**src/rtl/mcm_dual_pipe.sv**
```systemverilog
// mcm_dual_pipe: dual-constant multiplier sharing one packed wide multiply.
//
// Computes y0 = x*k0 and y1 = x*k1 for a signed sample x and unsigned constants
// k0/k1. The constants are packed as A = (k1 << S) + k0 with S = W+CW. One signed
// multiply x*A then yields both products. A sign fix-up on the upper field undoes
// the borrow that a negative low field introduces.
//
// The product is formed combinationally and captured into stage 0. Stages
// 1..LAT-1 only carry data. Flow control is valid/ready with back-pressure. A
// stage may take new data when it is empty or when its contents move on.
//
// Optional feature: define MCM_DUAL_PIPE_RELOAD_EN to build run-time loadable
// constant registers (k_load/k0_in/k1_in). Without it the inputs are ignored and
// K0/K1 are used as fixed constants.
//
// Ports:
//   clk, rst            clock, asynchronous active-high reset
//   in_valid/in_ready   input handshake; x is the signed sample
//   k_load,k0_in,k1_in  constant reload (reload build only)
//   out_valid/out_ready output handshake; y0/y1 are signed products (W+CW bits)

module mcm_dual_pipe #(
    parameter int W   = 8,
    parameter int CW  = 13,
    parameter int K0  = 5748,
    parameter int K1  = 87,
    parameter int LAT = 2
) (
    input  logic              clk,
    input  logic              rst,
    input  logic              in_valid,
    output logic              in_ready,
    input  logic [W-1:0]      x,
    input  logic              k_load,
    input  logic [CW-1:0]     k0_in,
    input  logic [CW-1:0]     k1_in,
    output logic              out_valid,
    input  logic              out_ready,
    output logic [W+CW-1:0]   y0,
    output logic [W+CW-1:0]   y1
);

    localparam int S = W + CW;

    logic [CW-1:0] k0_c;
    logic [CW-1:0] k1_c;

`ifdef MCM_DUAL_PIPE_RELOAD_EN
    logic [CW-1:0] k0_q, k0_d;
    logic [CW-1:0] k1_q, k1_d;

    always_comb begin
        k0_d = k0_q;
        k1_d = k1_q;
        if (k_load) begin
            k0_d = k0_in;
            k1_d = k1_in;
        end
    end

    always_ff @(posedge clk or posedge rst) begin
        if (rst) begin
            k0_q <= CW'(K0);
            k1_q <= CW'(K1);
        end else begin
            k0_q <= k0_d;
            k1_q <= k1_d;
        end
    end

    // A sample accepted in the k_load cycle sees the old register values.
    assign k0_c = k0_q;
    assign k1_c = k1_q;
`else
    logic unused_reload;
    assign unused_reload = ^{k_load, k0_in, k1_in};
    assign k0_c = CW'(K0);
    assign k1_c = CW'(K1);
`endif

    // Packed constant: k1 in the upper field, k0 in the lower field, each S bits.
    logic [2*S-1:0]      a_pack;
    logic signed [2*S:0] prod;
    logic [S-1:0]        y0_c;
    logic [S-1:0]        y1_c;
    logic                unused_prod;

    assign a_pack = {{W{1'b0}}, k1_c, {W{1'b0}}, k0_c};
    // The zero-extended A is treated as signed so x keeps its sign.
    assign prod   = $signed(x) * $signed({1'b0, a_pack});
    // Only the low 2S bits matter: y1 is taken modulo 2^S anyway.
    assign y0_c   = prod[S-1:0];
    assign y1_c   = prod[2*S-1:S] + S'(prod[S-1]);
    assign unused_prod = prod[2*S];

    logic [LAT-1:0] vld_q, vld_d;
    logic [S-1:0]   y0_q [LAT];
    logic [S-1:0]   y0_d [LAT];
    logic [S-1:0]   y1_q [LAT];
    logic [S-1:0]   y1_d [LAT];
    logic [LAT-1:0] free;

    // Stage i can take data unless it and every later stage are full and the
    // output is stalled. This is computed without a chain so each bit is independent.
    always_comb begin
        free = '0;
        for (int i = 0; i < LAT; i++) begin
            logic full;
            full = 1'b1;
            for (int j = i; j < LAT; j++) begin
                full = full & vld_q[j];
            end
            free[i] = out_ready | ~full;
        end
    end

    always_comb begin
        vld_d = vld_q;
        y0_d  = y0_q;
        y1_d  = y1_q;
        if (free[0]) begin
            vld_d[0] = in_valid;
            if (in_valid) begin
                y0_d[0] = y0_c;
                y1_d[0] = y1_c;
            end
        end
        for (int i = 1; i < LAT; i++) begin
            if (free[i]) begin
                vld_d[i] = vld_q[i-1];
                // Data only moves with a valid, so the output holds its last value.
                if (vld_q[i-1]) begin
                    y0_d[i] = y0_q[i-1];
                    y1_d[i] = y1_q[i-1];
                end
            end
        end
    end

    always_ff @(posedge clk or posedge rst) begin
        if (rst) begin
            vld_q <= '0;
            for (int i = 0; i < LAT; i++) begin
                y0_q[i] <= '0;
                y1_q[i] <= '0;
            end
        end else begin
            vld_q <= vld_d;
            for (int i = 0; i < LAT; i++) begin
                y0_q[i] <= y0_d[i];
                y1_q[i] <= y1_d[i];
            end
        end
    end

    assign in_ready  = free[0];
    assign out_valid = vld_q[LAT-1];
    assign y0        = y0_q[LAT-1];
    assign y1        = y1_q[LAT-1];

endmodule

```
**config.mk**
```make
export PLATFORM = sky130hd
export DESIGN_NAME = mcm_dual_pipe
export DESIGN_NICKNAME = d
export VERILOG_FILES = /design/src/rtl/mcm_dual_pipe.sv
export SDC_FILE = /design/constraint.sdc
export NUM_CORES = 1
export LEC_CHECK = 0
export CORE_MARGIN = 2
export CORE_UTILIZATION = 45
export CTS_CLUSTER_SIZE = 10
export DETAILED_ROUTE_END_ITERATION = 8
export GPL_ROUTABILITY_DRIVEN = 0
export GPL_TIMING_DRIVEN = 0
export PLACE_DENSITY = 0.67
export REMOVE_ABC_BUFFERS = 1
export SLEW_MARGIN = 40
export SYNTH_ARGS = -nofsm -noshare
export SYNTH_HDL_FRONTEND = slang
export SYNTH_SLANG_ARGS = --single-unit
```
**constraint.sdc**
```tcl
create_clock -name clk -period 4.45 [get_ports clk]
set_clock_uncertainty 0.1 [all_clocks]
set_input_delay 0.6675 -clock clk [delete_from_list [all_inputs] [get_ports clk]]
set_output_delay 0.6675 -clock clk [all_outputs]
set_load 0.05 [all_outputs]
```
# Word-level counts from Yosys, hierarchy flattened
# Cells that the tools add are included.
# word_totals
input_bits	39
output_inout_bits	44
ff_bits	82
# classes
multipliers	1
bitwise	5
reduce_logical	2
n_addsub	1
# op_table
op	count
$mul A8 B27 Y35 const B	1
$add A16 B2 Y17	1
$reduce_and A2 Y1	2
$not A1 Y1	2
$or A1 B1 Y1	2
$and A1 B1 Y1	1

# Logic depth before layout (Yosys ltp)
# Gate-level depths: netlist of run 1.
# logic_depth
word_depth	4
ltp_mapped	26
ltp_nobuf	25

# Worst setup path before layout of run 1
# Ideal clock, no wire load.
# synth_timing
path_type	input-to-reg
start	input x[5]
end	register y1_q[32] (netlist bit)
slack_ns	-1.529
required_ns	4.268
path_stages	20
arrival_ns	5.797
path_cell_list	fa_1 > fa_1 > inv_1 > fa_1 > fa_1 > inv_1 > ha_1 > and3_1 > a221o_1 > nand4_1 > nand2_1 > xor2_1 > ha_1 > nand2_1 > o31a_1 > o311ai_0 > nor4b_2 > nand4_1 > or3_1 > a31oi_1
# synth_via
elab_chain_cells	2
# synth_rtl
item	line	rtl
start: declaration	33	input logic [W-1:0] x,
$mul A8 B27 Y35	90	assign prod = $signed(x) * $signed({1'b0, a_pack});
named net prod[20]	83	logic signed [2*S:0] prod;
$add A16 B2 Y17	93	assign y1_c = prod[2*S-1:S] + S'(prod[S-1]);
end signal: indexed assignment	151	y1_q[i] <= y1_d[i];
end: declaration	99	logic [S-1:0] y1_q [LAT];
# The timed path passes the listed nets, and every way through them passes these cells.
# A chain may end at the register's enable or synchronous reset.

# Worst setup path in the final report of run 1
# layout_timing
start	input x[6]
end	register y1_q[32] (netlist bit)
# Same word-level chain as after synthesis.

==> run metrics, run 1 <==
Final nets=slightly below 1000; DRC=0; Multi-input gate area=4857 um^2; WP buf/inv=5; Sw Share=46.39%; Die Span X=127.4 um; overall die height=around 130 um; CP max FO=6; die area=16240 um^2; clock power share=11.6%; Crit-path slowest cell=fa_2; Clock transition at path regs=50 ps; mean routed wirelength per cell=17.13 um; GR Overflow Total=0; final hold violations=0; number of diodes=0; hold buffers post-CTS=0; WP data arrival=between 5000 and 6000 ps; internal power=3171 uW; most numerous cell on the critical path=nand4_1; Crit Path Class=in -> reg; maximum resistive drop on vdd=0.2795 mV; clk_lat worst skew=330 ps; final WL=17.03 mm; max_cap viols=0; initial antenna violation count=0; Crit. End Element=flop; Sequential cell area=1852 um^2; clk sinks=74; final hold slack=about 360 ps; Synth area leaders=dfrtp_1 (27%), ha_1 (16%), fa_1 (11%); layout cell share with drive strength beyond 1=30.27%; clk buf depth=2; sequential share of power=18.5%; FMAX=177.1 MHz; Worst Tran Pin Value=roughly 500 ps; register bit count reported by yosys=74; Core Rows=45; Initial Utilization=a little under half; cell taking the most area after synthesis=dfrtp_1; H-tree level count=3; largest net degree at the start of global routing=45; Slew Limit Fails=0; run status=finished with violations; synth unique cells=between 60 and 70; failing checks=negative setup slack; GRT Util Overall=20.39%; Lkg Pwr=just over 0.004 uW; CTS tree=done; CP Launch Type=input port; Switch Pwr=2744 uW; setup ws final=-1198 ps; Port Buf Inserts=53; RSZ-0062 raised after global routing=yes; Routed Antenna Nets=0; Hold WC Path Type=reg -> reg; Mapped Avg Cell Area=around 9.4 um^2; Post-synth ARST share=100.0%; dominant synthesized flop cell=dfrtp_1; CP Data Required Time=4600 ps; number of enable flip-flop cells after synthesis=0; vias in the first global route=5531; Yosys Warn Count=0; cell area after synthesis=6855 um^2; drt pass-1 iters=5; Layout fillers=1164; family with the most delay on the worst path=adder cells; crit-path max cell delay=around 550 ps; detailed placer's ending HPWL=11.48 mm; Slew headroom=66.31%; commonest non-fill, non-tap cell in the layout=inv_1; Critical Path, Cell by Cell=buf_12 -> fa_2 -> fa_1 -> inv_1 -> fa_1 -> fa_2 -> inv_2 -> ha_4 -> and3_4 -> a221o_1 -> nand4_1 -> nand2_2 -> xor2_2 -> ha_2 -> buf_6 -> buf_6 -> nand4_1 -> o311ai_2 -> nor4b_4 -> nand4_1 -> or3_1 -> a31oi_1; clock root cell=clkbuf_16; register area share after synthesis=27.01%; Gate Count Post-Synth=728; total CTS buffers=9; I/O pin count=83; drt via density=5.573; via total after detailed routing=5540; commonest cells after routing, fill and taps aside=inv_1 (80), dfrtp_1 (74), nand2_1 (67), ha_1 (66), buf_4 (63); first-pass GRT wire length=26.77 mm; area fraction of the dominant cell type after synthesis=27.01%; Iteration-0 DRC Markers=336; power per cell area=669.8 nW/um^2; Pwr Total=5915 uW; core area=15030 um^2; final worst path period need=5648 ps; fin crit share=126.9%; final count of negative-setup-slack endpoints=17; Combinational Power Share=69.9%; area delta synth->final=28.82%
-- final timing paths --
check                         start       end  slack, ps  cells after the start
setup / recovery               x[6]  y1_q[32]      -1200                     22
min in group asynchronous       rst     y0[2]        580                      2
hold / removal             y1_q[40]  y1_q[40]        360                      2
setup reg to reg           vld_q[0]  y1_q[31]       2560                      5
max in group asynchronous       rst    y1[10]       3150                      3
hold reg to reg            y1_q[40]  y1_q[40]        360                      2
-- timing repair --
item                                    CTS  global route
buffers inserted                         50            38
gates resized for setup                 157            58
endpoints found under the setup margin   27            21
pin swaps                                66            50
-- cells by family (layout without fill, tap and decap cells) --
kind of cell               count (synthesis)  after routing  synth area share, %
adders and majority gates                124            124                26.57
other                                      1              2              0.05470
buffers and inverters                    159            236                11.37
muxes                                     41             41                6.680
DFF                                       74             74                27.01
and+or+nand+nor                          177            177                12.92
AOI/OAI and AO/OA                        122            122                11.55
xor gates and xnor gates                  30             30                3.833
-- state kept, by name (all words and copies together) (netlist names) --
signal and count:
y1_q 17, y0_q 19, y1 17, vld_q 2
y0 19
-- per-stage QoR --
step	area, um^2	setup TNS (ps)	cells	utilization (%)	setup WS (ps)
5_1_grt	8831	-16330	994	58.74	-1389
2_1_floorplan	6425	-17640	662	-	-1529
6_report	8831	-13890	994	58.74	-1198
3_3_place_gp	7191	-57710	903	47.83	-3352
3_5_place_dp	7248	-58500	905	48.21	-3423
4_1_cts	8329	-13190	964	55.41	-1185
-- power by group through the flow --
stage | clock, uW | sequential (uW) | combinational (uW)
finish | 687 | 1090 | 4130
CTS | 700 | 1100 | 3610
detailed placement | 0 | 1110 | 3020
global route | 733 | 1130 | 4410
global placement | 0 | 1090 | 2960
floorplan | 0 | 1620 | 1700
-- layout make-up --
type | count | area share [%]
Clock buffer | 11 | 2.635
Clock inverter | 3 | 0.4817
Inverter | 92 | 4.024
Multi-Input combinational cell | 496 | 55.00
Sequential cell | 74 | 20.97
Tap cell | 188 | 2.664
Timing Repair Buffer | 130 | 14.22
-- synthesized netlist by cell type (2+ instances only) --
cell type	n
mux2i_1	3
a22oi_1	3
nand2b_1	4
o31a_1	3
nand4_1	15
a211o_1	3
buf_4	43
nor2_1	20
a21o_1	8
or4_4	2
nand2_1	78
or2_2	4
o211ai_1	4
ha_1	88
xor2_1	9
o21ai_0	38
a21boi_0	2
nand3_1	14
and2_1	5
nor3_1	5
and3_1	6
nand3b_1	4
xnor2_1	21
or3_1	4
nor4_1	3
or4_1	2
nor2b_1	2
a21oi_1	29
mux2_2	38
and3b_1	2
a31oi_1	3
clkbuf_1	17
buf_2	5
fa_1	36
inv_1	92
o21bai_1	4
a221o_1	2
dfrtp_1	74
nor4b_1	2
buf_6	2
a211oi_1	4
o311ai_0	2
-- routing by layer --
layer / track usage, % / part of all wire [%]
met5: 0 / 0
met4: 7.563 / 2.9
met3: 2.345 / 4.9
met2: 35.42 / 50
met1: 26.23 / 42
-- worst register-to-register path, stage by stage, from the launching register on --
cell and delay, ps:
dfrtp_1 410, nand3b_1 180, nand2_2 250, buf_16 260, or4_1 560, nand3_1 80
Note: power is estimated with default switching activity, not from simulation.
==> inputs of run 2 (changes only) <==
--- a/config.mk
+++ b/config.mk
@@ -5,6 +5,7 @@
 export SDC_FILE = /design/constraint.sdc
 export NUM_CORES = 1
 export LEC_CHECK = 0
+export CAP_MARGIN = 30
 export CORE_MARGIN = 2
 export CORE_UTILIZATION = 45
 export CTS_CLUSTER_SIZE = 10
==> results of run 2 <==
The final DEF is identical to that of run 1; final timing and power are the same.
==> edit, RTL diff (config.mk and constraints of run 2) <==
Set the parameter `W` to 12 (it was 8).
--- a/src/rtl/mcm_dual_pipe.sv
+++ b/src/rtl/mcm_dual_pipe.sv
@@ -20,7 +20,7 @@
 //   out_valid/out_ready output handshake; y0/y1 are signed products (W+CW bits)
 
 module mcm_dual_pipe #(
-    parameter int W   = 8,
+    parameter int W   = 12,
     parameter int CW  = 13,
     parameter int K0  = 5748,
     parameter int K1  = 87,
Ports: changed (resized x, y0 and y1); port bits go from 83 to 95. The function was not compared with the original's and may differ.
==> edit against run 2 <==
The run still ends with negative setup slack left; power increased by 66%; largest cell class unchanged; design area up 38%; routed wire length grew 35%; register-to-register slack got worse by 0.09 ns; synthesized area up 43%; first-iteration DRC count grew 57%; sequential cell count is 16 higher; setup slack got worse by 0.35 ns.
==> edit: results (changes against run 2) <==
• 5 — number of iterations in the first detailed-routing pass, unchanged
• sky130_fd_sc_hd__inv_1 (154), sky130_fd_sc_hd__ha_1 (143), sky130_fd_sc_hd__nand2_1 (108) — leading cell types by count after synthesis
• 6 — worst-path maximum fanout, unchanged
• sky130_fd_sc_hd__dfrtp_1 — Main synth FF type
• 1827 — fill cell count, +57%
• 7599 — via count of the first global-routing pass, +37%
• sky130_fd_sc_hd__fa_1 — Critical-path top delay cell
• negative setup slack — failing checks
• 2 — CTS max path bufs, unchanged
• 0 — Yosys warning count, unchanged
• finished, violations left — status
• 77 — number of distinct library cells after synthesis, +18%
• 0.06 ns — clock-pin slew reported for the worst setup and hold paths after clock tree synthesis
• 17100 um — Final HPWL DP, +49%
• reg -> reg — class of the tightest hold or removal check
• 3 — number of levels the H-tree was split into, unchanged
• 1.00 — async set or reset register ratio after synthesis, unchanged
• 527 — DRC marker count from the first detailed-route iteration, +57%
• 27 — final number of setup-violating endpoints, +10
• 9 — number of clock buffers inserted by TritonCTS, unchanged
• 0 — number of antenna violations at the first check in global routing, unchanged
• 0.418 mV — Max IR drop VDD, +50%
• adder cells — largest delay contributor family on the critical path
• sky130_fd_sc_hd__dfrtp_1 (23%), sky130_fd_sc_hd__ha_1 (18%), sky130_fd_sc_hd__fa_1 (15%) — top cells by area, synth
• -3.24 ns — pre-CTS WS, +0.179 ns
• 0.230 — proportion of synthesized chip area in sequential cells, -0.0406
• 2.47 ns — Register-to-Register Setup Slack, -0.09 ns
• sky130_fd_sc_hd__clkbuf_16 — clock root cell
• 0.207 — global-route usage over all layers, +0.00319
• -1.55 ns — Final WS setup, -0.352 ns
• 16.6 um — wire length per cell, -3.3%
• 1358 — total number of nets in the final design, +41%
• 0.268 — share of post-route cells with drive strength above 1, -0.0346
• 37300 um — global-route wire length before repair, +39%
• 0.817 ns — Worst Tran Pin Value, +0.317 ns
• 7365 — total number of vias, +33%
• 65 — Port Buffers, +23%
• 1307 — number of instances in the placed design, +44%
• 6.17 ns — data arrival time of the critical path, +0.37 ns
• 5.73 nW — Lkg Pwr, +41%
• 0.53 ns — Worst path max stage delay, -0.02 ns
• 52 — maximum number of pins on one net before global-route repair, +16%
• 0 — Ant. Diodes, unchanged
• 0.35 ns — worst skew pair latency, +0.02 ns
• 9.49 um2 — Avg Cell Area, Syn, +0.76%
• 5.32 — per-cell via count in the routed design, -4.5%
-- edit: cell count changes after synthesis, moves of 17 or more --
cell	before	now
sky130_fd_sc_hd__ha_1	88	143
sky130_fd_sc_hd__nand2_1	78	108
sky130_fd_sc_hd__inv_1	92	154
sky130_fd_sc_hd__nor2_1	20	38
sky130_fd_sc_hd__fa_1	36	73
sky130_fd_sc_hd__xor2_1	9	26
-- edit: timing repair --
| item | 4_1_cts | 5_1_grt |
|---|---|---|
| pin swaps | 74 | 45 |
| resized for setup | 242 | 72 |
| buffers inserted | 41 | 27 |
| setup endpoints to repair | 36 | 32 |
-- edit: path summary, 6_finish.rpt --
kind / start / endpoint / depth (start not counted)
worst min register to register: y1_q[25] / y1_q[25] / 2
max in group asynchronous: rst / y1_q[44] / 3
worst max register to register: vld_q[0] / y1_q[40] / 4
min in group asynchronous: rst / y0_q[33] / 2
worst min-delay path: y1_q[25] / y1_q[25] / 2
worst max-delay path: x[5] / y1_q[42] / 24
-- edit: layer usage --
metal | GRT usage | up-vias | routed length, um
met5 | 0 | - | 0
met2 | 0.347 | 191 | 10900
li1 | - | 3545 | -
met1 | 0.269 | 3566 | 10200
met4 | 0.0810 | 0 | 815
met3 | 0.0329 | 63 | 1020
-- edit: kinds of logic after synthesis --
family	synth area share
AND/OR/NAND/NOR	0.129
XOR/XNOR	0.0357
other	0.000382
adder cells (fa/ha/maj)	0.331
flip-flops	0.230
AO/OA/AOI/OAI	0.115
buffers and inverters	0.109
multiplexers	0.0505
-- edit: worst register-to-register path, delay by kind of cell, from the launching register on --
kind	cells	cell delay, ns
AND/OR/NAND/NOR	3	1.05
flip-flops	1	0.42
AO/OA/AOI/OAI	1	0.31
-- edit: cell type report --
| cell class | instances | share of cell area |
|---|---|---|
| clock inverter | 5 | 0.00494 |
| multi-input combinational | 715 | 0.604 |
| clock buffer | 11 | 0.0208 |
| tap | 280 | 0.0288 |
| sequential | 90 | 0.185 |
| inverter | 154 | 0.0488 |
| timing repair buffer | 129 | 0.107 |
-- edit: metrics by stage --
step                      hold WS [ns]  area (um2)  TNS [ns]  power [W]
final                            0.367       12100    -26.27    0.00983
after CTS                        0.373       11700    -23.33    0.00910
after global placement           0.357       10300    -87.35    0.00691
after detailed placement         0.359       10400    -75.51    0.00702
after floorplan                  0.335        9330    -34.80    0.00560
after global routing             0.397       12100    -30.69     0.0106
-- edit: power by group --
| part | internal, W | switching, W |
|---|---|---|
| combinational | 0.00327 | 0.00442 |
| clock | 0.000469 | 0.000331 |
| sequential | 0.00118 | 0.000168 |
